===== src/rtl/core_pkt_encoder.sv =====
// core_pkt_encoder
//   Source-side packet encoder. Each 8-bit core word {data[3:0], ip[3:0]} is
//   Hamming(7,4)-encoded into an 11-bit router flit {codeword[6:0], ip[3:0]}.
//   The flit is stored in a small circular FIFO and presented to the router
//   injection port.
//
//   Codeword layout, bit6..bit0 = {D4, D3, D2, P4, D1, P2, P1}.
//
// Parameters
//   DEPTH      FIFO entries, power of two, 2..16.
//
// Ports
//   clk        single clock, rising edge
//   rst_n      asynchronous active-low reset
//   in_valid   core word available
//   in_data    {data[3:0], ip[3:0]}
//   in_ready   FIFO not full
//   out_valid  flit available (FIFO not empty)
//   out_data   {codeword[6:0], ip[3:0]} of the head entry (registered)
//   out_ready  router consumes the head flit
//   occupancy  number of stored flits
//   inj_arm    (HAMMING_ERR_INJECT_EN only) arm a single-bit codeword error
//   inj_pos    (HAMMING_ERR_INJECT_EN only) codeword bit to flip, 7 = no flip
//
// Optional feature macro: HAMMING_ERR_INJECT_EN
//
// Handshake: a transfer happens on a rising edge where valid && ready are
// both high. in_ready depends only on the stored count (never on out_ready),
// so a full FIFO refuses a word even when a pop happens on the same edge.
// The producer may hold in_valid with stable data while in_ready is low.
// out_valid/out_data stay stable until the flit is consumed.

module core_pkt_encoder #(
  parameter int DEPTH = 4
) (
  input  logic                     clk,
  input  logic                     rst_n,
  input  logic                     in_valid,
  input  logic [7:0]               in_data,
  output logic                     in_ready,
  output logic                     out_valid,
  output logic [10:0]              out_data,
  input  logic                     out_ready,
`ifdef HAMMING_ERR_INJECT_EN
  input  logic                     inj_arm,
  input  logic [2:0]               inj_pos,
`endif
  output logic [$clog2(DEPTH):0]   occupancy
);

  localparam int PTR_W = $clog2(DEPTH);
  localparam int CNT_W = PTR_W + 1;
  localparam logic [CNT_W-1:0] FULL_CNT = CNT_W'(DEPTH);

  // Hamming(7,4) encoder: data bits placed at positions 3,5,6,7 (1-based),
  // parities chosen so the receiver's syndrome is zero on a clean flit.
  function automatic logic [10:0] encode_flit(input logic [7:0] word);
    logic [3:0] d;
    logic [6:0] cw;
    d     = word[7:4];
    cw[2] = d[0];
    cw[4] = d[1];
    cw[5] = d[2];
    cw[6] = d[3];
    cw[0] = cw[2] ^ cw[4] ^ cw[6];
    cw[1] = cw[2] ^ cw[5] ^ cw[6];
    cw[3] = cw[4] ^ cw[5] ^ cw[6];
    return {cw, word[3:0]};
  endfunction

  logic [10:0]       mem [DEPTH];
  logic [PTR_W-1:0]  wr_ptr;
  logic [PTR_W-1:0]  rd_ptr;
  logic [CNT_W-1:0]  count;
  logic [10:0]       head_q;

  logic              push;
  logic              pop;
  logic [10:0]       enc_flit;
  logic [PTR_W-1:0]  rd_next;
  logic [CNT_W-1:0]  remain;
  logic              head_load;
  logic [10:0]       head_next;

  assign in_ready  = (count != FULL_CNT);
  assign out_valid = (count != '0);
  assign occupancy = count;

  assign push     = in_valid && in_ready;
  assign pop      = out_valid && out_ready;
  assign enc_flit = encode_flit(in_data);

  // Next head selection. "remain" is what is left of the old contents after
  // this edge's pop. If something remains, the head is the stored entry at
  // the advanced read pointer; if nothing remains but a word is pushed, the
  // new flit becomes the head directly (1-cycle latency). Otherwise the last
  // head value is held.
  always_comb begin
    rd_next   = pop ? rd_ptr + 1'b1 : rd_ptr;
    remain    = count - {{PTR_W{1'b0}}, pop};
    head_load = 1'b0;
    head_next = head_q;
    if (remain != '0) begin
      head_load = 1'b1;
      head_next = mem[rd_next];
    end else if (push) begin
      head_load = 1'b1;
      head_next = enc_flit;
    end
  end

  always_ff @(posedge clk or negedge rst_n) begin
    if (!rst_n) begin
      wr_ptr <= '0;
      rd_ptr <= '0;
      count  <= '0;
      head_q <= '0;
      for (int i = 0; i < DEPTH; i++) begin
        mem[i] <= '0;
      end
    end else begin
      if (push) begin
        mem[wr_ptr] <= enc_flit;
        wr_ptr      <= wr_ptr + 1'b1;
      end
      if (pop) begin
        rd_ptr <= rd_ptr + 1'b1;
      end
      case ({push, pop})
        2'b10:   count <= count + 1'b1;
        2'b01:   count <= count - 1'b1;
        default: count <= count;
      endcase
      if (head_load) begin
        head_q <= head_next;
      end
    end
  end

`ifdef HAMMING_ERR_INJECT_EN
  logic       inj_armed;
  logic [2:0] inj_pos_q;
  logic [6:0] flip_mask;

  // A new arm always wins over the clearing pop on the same edge, so the
  // flip lands on the flit popped after the arm, not the one leaving now.
  always_ff @(posedge clk or negedge rst_n) begin
    if (!rst_n) begin
      inj_armed <= 1'b0;
      inj_pos_q <= '0;
    end else if (inj_arm) begin
      inj_armed <= 1'b1;
      inj_pos_q <= inj_pos;
    end else if (pop) begin
      inj_armed <= 1'b0;
    end
  end

  // Position 7 shifts the single bit out of the 7-bit mask: no flip.
  assign flip_mask = inj_armed ? 7'(8'b1 << inj_pos_q) : 7'b0;
  assign out_data  = head_q ^ {flip_mask, 4'b0000};
`else
  assign out_data = head_q;
`endif

endmodule


===== config.mk =====
export PLATFORM = sky130hd
export DESIGN_NAME = core_pkt_encoder
export DESIGN_NICKNAME = d
export VERILOG_FILES = /design/src/rtl/core_pkt_encoder.sv
export SDC_FILE = /design/constraint.sdc
export NUM_CORES = 1
export LEC_CHECK = 0
export BUFFER_PORTS_ARGS = -buffer_cell sky130_fd_sc_hd__buf_2
export CELL_PAD_IN_SITES_DETAIL_PLACEMENT = 0
export CELL_PAD_IN_SITES_GLOBAL_PLACEMENT = 1
export CORE_UTILIZATION = 52
export DETAILED_ROUTE_END_ITERATION = 12
export HOLD_SLACK_MARGIN = 0.03
export PLACE_DENSITY_LB_ADDON = 0.1
export SYNTH_ARGS = -nofsm -noshare
export SYNTH_HDL_FRONTEND = slang
export SYNTH_SLANG_ARGS = --single-unit
export TNS_END_PERCENT = 100

===== constraint.sdc =====
create_clock -name clk -period 4.1 [get_ports clk]
set_input_delay 0.41 -clock clk [delete_from_list [all_inputs] [get_ports clk]]
set_output_delay 0.41 -clock clk [all_outputs]
set_load 0.005 [all_outputs]

==> reports/results.tsv, run 1 <==
metric	value	unit
status	finished clean	
reg2reg_depth	9	
fmax	354.8	MHz
wl_per_cell	19.51	um
synth-async-reset-ratio	100.0	%
ys.flop_type	dfrtp_1	
die_h	79.25	um
syn_inst	246	
cts_hold_buf	0	
synth_area_leaders	dfrtp_1 50%, mux2_1 15%, mux2i_1 4.8%	
start_util	55.00	%
postCtsSetupBuffers	0	
min_period	2819	ps
post-route-util	60.83	%
grt_pass1_wl	10.99	mm
cts_tree	built	
dp_cells	328	
cts-resized-gates	0	
numCtsBuffers	9	
crit_fanout	13	
clkTransAtPathRegs	70	ps
drive_gt1_share	19.49	%
setup_tns	0	ps
h-tree-depth	3	
cp_data_required_time	4360	ps
maxCapViolations	0	
pin_count	28	
nets	285	
synth_largest_area_cell	dfrtp_1	
r2r_end	occupancy[2]$_DFFE_PN0P_	
fill_cells	470	
yosysMostFrequentCell	dfrtp_1	
vias_per_cell	5.988	
clkLatencyLatePin	330	ps
grt_pass1_vias	2008	
cts_max_path_buffers	2	
ys_seq_area_share	50.00	%
synth_fp_nets	264	
powerDensity	826.0	nW/um^2
hpwl	4.356	mm
synth-edff-count	0	
worstSetupPathType	flip-flop to flip-flop	
wirelength	6.711	mm
gp_congestion	0.7421	
grtUsageTotal	24.02	%
avgSynthCellArea	12.61	um^2
io_buffers	27	
ant_nets	0	
min_path_type	input port to asynchronous set/reset pin	
report.final.slew_viol_count	0	
synth_top_area_share	50.00	%
synth-seq-cells	62	
vias	2060	
grt_max_degree	40	
core_area	5642	um^2
cts-root-buf	clkbuf_8	
p_leak	1.523	nW
r2r_slack	1280	ps
endpoint_kind	flip-flop	
vdd_drop_max	484.4	uV
setup_violations	0	
first_iter_violations	125	
dieArea	6281	um^2
slew_headroom	37.10	%
ys_top_cells_by_count	62 x dfrtp_1, 41 x mux2_1, 19 x a211oi_1	
yosys_warnings	0	
overflow	0	
fin_crit_sh	68.75	%
synthToLayoutAreaGrowth	10.60	%
ys_types	37	
die_x	79.25	um
startpoint_type	flip-flop	
antennaDiodeCount	0	
syn-cell-area	3103	um^2
rows	27	
hold_viol_final	0	
clock-sinks	62	
antenna_found_initial	0	
dr.pass1.iters	4	
rsz0062_at_grt	false	
drcViolationCount	0	
worstPathArrival	3080	ps
r2r-start	occupancy[2]$_DFFE_PN0P_	
finalNonFillerCells	344	
skew	6.143	ps
worstMarginPinSlew	941.6	ps
-- power by group --
group / total [mW] / switching (mW) / leakage, nW / internal (mW)
Sequential: 1.15 / 0.207 / 0.732 / 0.939
Clock: 0.543 / 0.232 / 0.106 / 0.311
Combinational: 1.15 / 0.600 / 0.685 / 0.547
-- how the worst max path moves through the flow --
stage	depth (start not counted)	slack [ps]	end	start
floorplan	11	1680	occupancy[2]$_DFFE_PN0P_	occupancy[1]$_DFFE_PN0P_
global placement	9	1410	occupancy[2]$_DFFE_PN0P_	occupancy[2]$_DFFE_PN0P_
detailed placement	9	1330	occupancy[2]$_DFFE_PN0P_	occupancy[2]$_DFFE_PN0P_
CTS	9	1290	occupancy[2]$_DFFE_PN0P_	occupancy[2]$_DFFE_PN0P_
global route	9	1110	occupancy[2]$_DFFE_PN0P_	occupancy[2]$_DFFE_PN0P_
finish	9	1280	occupancy[2]$_DFFE_PN0P_	occupancy[2]$_DFFE_PN0P_
-- metal layers --
layer / vias to the layer above / part of all wire (%) / GRT usage [%]
met1: 1034 / 49 / 34.91
met5: - / 0 / 0
met3: 7 / 6.3 / 6.207
met2: 71 / 44 / 35.17
li1: 948 / - / -
met4: 0 / 0.92 / 7.091
-- flip-flops by register name, indices dropped and copies added (netlist names) --
signal	flops
out_data	11
wr_ptr	2
occupancy	3
rd_ptr	2
mem	44
-- critical path, stage by stage, from the launching register on --
cell,delay [ps]
dfrtp_1,540
or3b_1,580
and2_1,370
inv_2,220
ha_1,210
inv_1,60
fa_1,380
xor2_1,150
nor2_1,110
xor2_1,140
-- stage by stage --
stage | area (um^2) | total power, mW | setup slack, ps | hold slack (ps)
6_report | 3432 | 2.835 | 1281 | 58.74
5_1_grt | 3432 | 3.042 | 1112 | 89.77
4_1_cts | 3432 | 2.850 | 1294 | 57.19
3_5_place_dp | 3232 | 2.306 | 1326 | 424.1
3_3_place_gp | 3232 | 2.277 | 1411 | 425.7
2_1_floorplan | 3103 | 2.000 | 1679 | 114.4
-- cell type report --
class                      count  area (um^2)  area share (%)
timing repair buffer          31        165.2           4.812
multi-input combinational    149         1373           39.99
inverter                      14        52.55           1.531
sequential                    62         1551           45.21
tap                           72        90.09           2.625
clock inverter                 4        45.04           1.312
clock buffer                  12        155.1           4.521
-- cells by family (layout without fill, tap and decap cells) --
group                      Yosys count  count (layout)  share of synthesized area [%]
AOI/OAI and AO/OA                   49              49                          12.70
xor gates and xnor gates            10              10                          2.823
adders and majority gates            6               6                          2.661
buffers and inverters               35              61                          5.766
DFF                                 62              62                          50.00
muxes                               59              59                          20.81
and+or+nand+nor                     25              25                          5.242
-- layout by cell type, fill, tap and decap left out, types with 10 or more instances in the layout --
master	count
clkbuf_8	11
inv_1	13
a211oi_1	19
buf_2	27
mux2_1	41
dfrtp_1	62
a221oi_1	10
mux2i_1	15
Power figures use the tool's default switching activity.
==> run 2: changes to the inputs <==
--- a/config.mk
+++ b/config.mk
@@ -5,10 +5,11 @@
 export SDC_FILE = /design/constraint.sdc
 export NUM_CORES = 1
 export LEC_CHECK = 0
+export ABC_AREA = 1
 export BUFFER_PORTS_ARGS = -buffer_cell sky130_fd_sc_hd__buf_2
 export CELL_PAD_IN_SITES_DETAIL_PLACEMENT = 0
 export CELL_PAD_IN_SITES_GLOBAL_PLACEMENT = 1
-export CORE_UTILIZATION = 52
+export CORE_UTILIZATION = 44
 export DETAILED_ROUTE_END_ITERATION = 12
 export HOLD_SLACK_MARGIN = 0.03
 export PLACE_DENSITY_LB_ADDON = 0.1
==> constraint.sdc (replaced) <==
create_clock -name clk -period 2.93 [get_ports clk]
set_input_delay 0.293 -clock clk [delete_from_list [all_inputs] [get_ports clk]]
set_output_delay 0.293 -clock clk [all_outputs]
set_load 0.005 [all_outputs]
==> run 2 against run 1 <==
Final area grew 3.5%. Largest power group is now combinational cells. Count of clock-buffer cells in the layout is the same. Register-to-register slack lost 400 ps. Clock skew grew 0.88 ps. Critical path depth is the same. Routed wire length grew 7.9%. Critical endpoint unchanged. Via count grew 20%. Die area grew 19%. Sequential power grew 30%. Sequential share of layout area shrank 1.5 points. Setup slack lost 400 ps. Global-route usage shrank 1.9 points.
==> reports/results.tsv, run 2 <==
metric	value	unit
cp_common_cell	inv_1	
vias	2481	
dr.pass1.iters	4	
min_period	2050	ps
cts_max_path_buffers	2	
critPathMaxStageDelay	420	ps
drive_gt1_share	12.85	%
syn-cell-area	3127	um^2
vdd_drop_max	410.3	uV
endpoint_kind	flip-flop	
start_util	45.77	%
hold_viol_final	0	
synth-edff-count	0	
pin_count	28	
core_area	6832	um^2
skew	7.022	ps
synth_top_area_share	49.62	%
die_h	86.30	um
wl_per_cell	13.82	um
status	finished clean	
fill_cells	681	
setup_tns	0	ps
overflow	0	
synthToLayoutAreaGrowth	13.61	%
report.final.slew_viol_count	0	
startpoint	occupancy[1]$_DFFE_PN0P_	
io_buffers	27	
synth_fp_nets	416	
worstSetupPathType	flip-flop to flip-flop	
dieArea	7448	um^2
gp_congestion	0.7764	
place_area	3312	um^2
grt_pass1_wl	12.27	mm
crit_fanout	14	
synth-async-reset-ratio	100.0	%
cp_data_required_time	3150	ps
yosysMostFrequentCell	nand2_1	
antennaDiodeCount	0	
rsz0062_at_grt	false	
grt_pass1_vias	2372	
antenna_found_initial	0	
synth_area_leaders	dfrtp_1 50%, nand2_1 13%, o21ai_0 8.0%	
powerDensity	1170	nW/um^2
ys_seq_area_share	49.62	%
slew_headroom	50.22	%
ant_nets	0	
numCtsBuffers	9	
clkLatencyLatePin	330	ps
yosys_warnings	0	
rows	30	
p_leak	1.914	nW
slowest_stage	dfrtp_1	
regMostFlops	mem	
syn_inst	398	
ys_top_cells_by_count	111 x nand2_1, 65 x inv_1, 62 x dfrtp_1	
min_path_type	input port to flip-flop	
postCtsSetupBuffers	0	
avgSynthCellArea	7.856	um^2
fmax	487.9	MHz
synth-seq-cells	62	
clkTransAtPathRegs	70	ps
startpoint_type	flip-flop	
multi_input_area	1207	um^2
cp_num_buf_inv	2	
grtUsageTotal	22.08	%
cts-resized-gates	0	
r2r-start	occupancy[1]$_DFFE_PN0P_	
worstMarginPinSlew	744.9	ps
drcViolationCount	0	
timing.hold.ws	295.3	ps
path_cells	inv_1 > nand3_1 > nand2_2 > ha_1 > inv_1 > fa_1 > a21oi_1 > o21ai_0 > xnor2_1	
wirelength	7.244	mm
ys_types	23	
cts_tree	built	
hold_start	in_data[1]	
fin_crit_sh	69.96	%
setup_violations	0	
layout_commonest_cell	nand2_1	
final_cell_mix	111 x nand2_1, 65 x inv_1, 62 x dfrtp_1	
first_iter_violations	104	
largest_register_ffs	44	
cts-root-buf	clkbuf_8	
vias_per_cell	4.735	
h-tree-depth	3	
cts_hold_buf	1	
final_area	3552	um^2
maxCapViolations	0	
register_area	1551	um^2
ys.flop_type	dfrtp_1	
grt_max_degree	38	
worstPathArrival	2270	ps
cp_top_family	adder cells	
synth_largest_area_cell	dfrtp_1	
hpwl	4.623	mm
nets	441	
clock-sinks	62	
die_x	86.30	um
## run 2: worst min-delay path: cells and delay by family
kind                   cells  cell delay, ps
AOI/OAI and AO/OA          1             160
buffers and inverters      2             140
## run 2: area by class of cell
type | count | area share [%]
Clock buffer | 12 | 3.804
Clock inverter | 4 | 2.677
Inverter | 67 | 7.115
Multi-Input combinational cell | 249 | 33.99
Sequential cell | 62 | 43.68
Tap cell | 96 | 3.381
Timing Repair Buffer | 34 | 5.354
## run 2: logic make-up after synthesis
kind of cell	synth area share, %
AOI/OAI and AO/OA	9.924
xor gates and xnor gates	2.241
adders and majority gates	2.641
buffers and inverters	11.76
DFF	49.62
and+or+nand+nor	23.81
## run 2: through the flow
step,worst slack [ps],util (%),std cells,power [mW]
finish,880.3,52.00,524,4.155
global route,635.8,52.00,524,4.565
CTS,864.5,52.00,524,4.204
detailed placement,874.3,48.48,507,3.296
global placement,939.7,48.48,507,3.265
floorplan,936.9,-,398,2.817
## run 2: power breakdown
group	leakage [nW]	internal, mW	switching, mW
Clock	0.115	0.565	0.334
Sequential	0.770	1.27	0.229
Combinational	1.03	0.638	1.12
## run 2: worst paths after layout
path	end	slack [ps]	cells past startpoint
setup reg to reg	occupancy[2]$_DFFE_PN0P_	880	9
min in group asynchronous	rd_ptr[1]$_DFF_PN0_	490	3
setup / recovery	occupancy[2]$_DFFE_PN0P_	880	9
hold / removal	mem[1]$_DFFE_PN0P_	300	3
hold reg to reg	mem[15]$_DFFE_PN0P_	480	2
max in group asynchronous	mem[4]$_DFFE_PN0P_	2030	3
## run 2: per-layer routing
layer / up-vias / wire (um) / track usage, %
met5: - / 0 / 0
met4: 0 / 108 / 9.394
met3: 9 / 168 / 3.810
met2: 26 / 3458 / 35.64
met1: 1157 / 3509 / 29.39
li1: 1289 / - / -
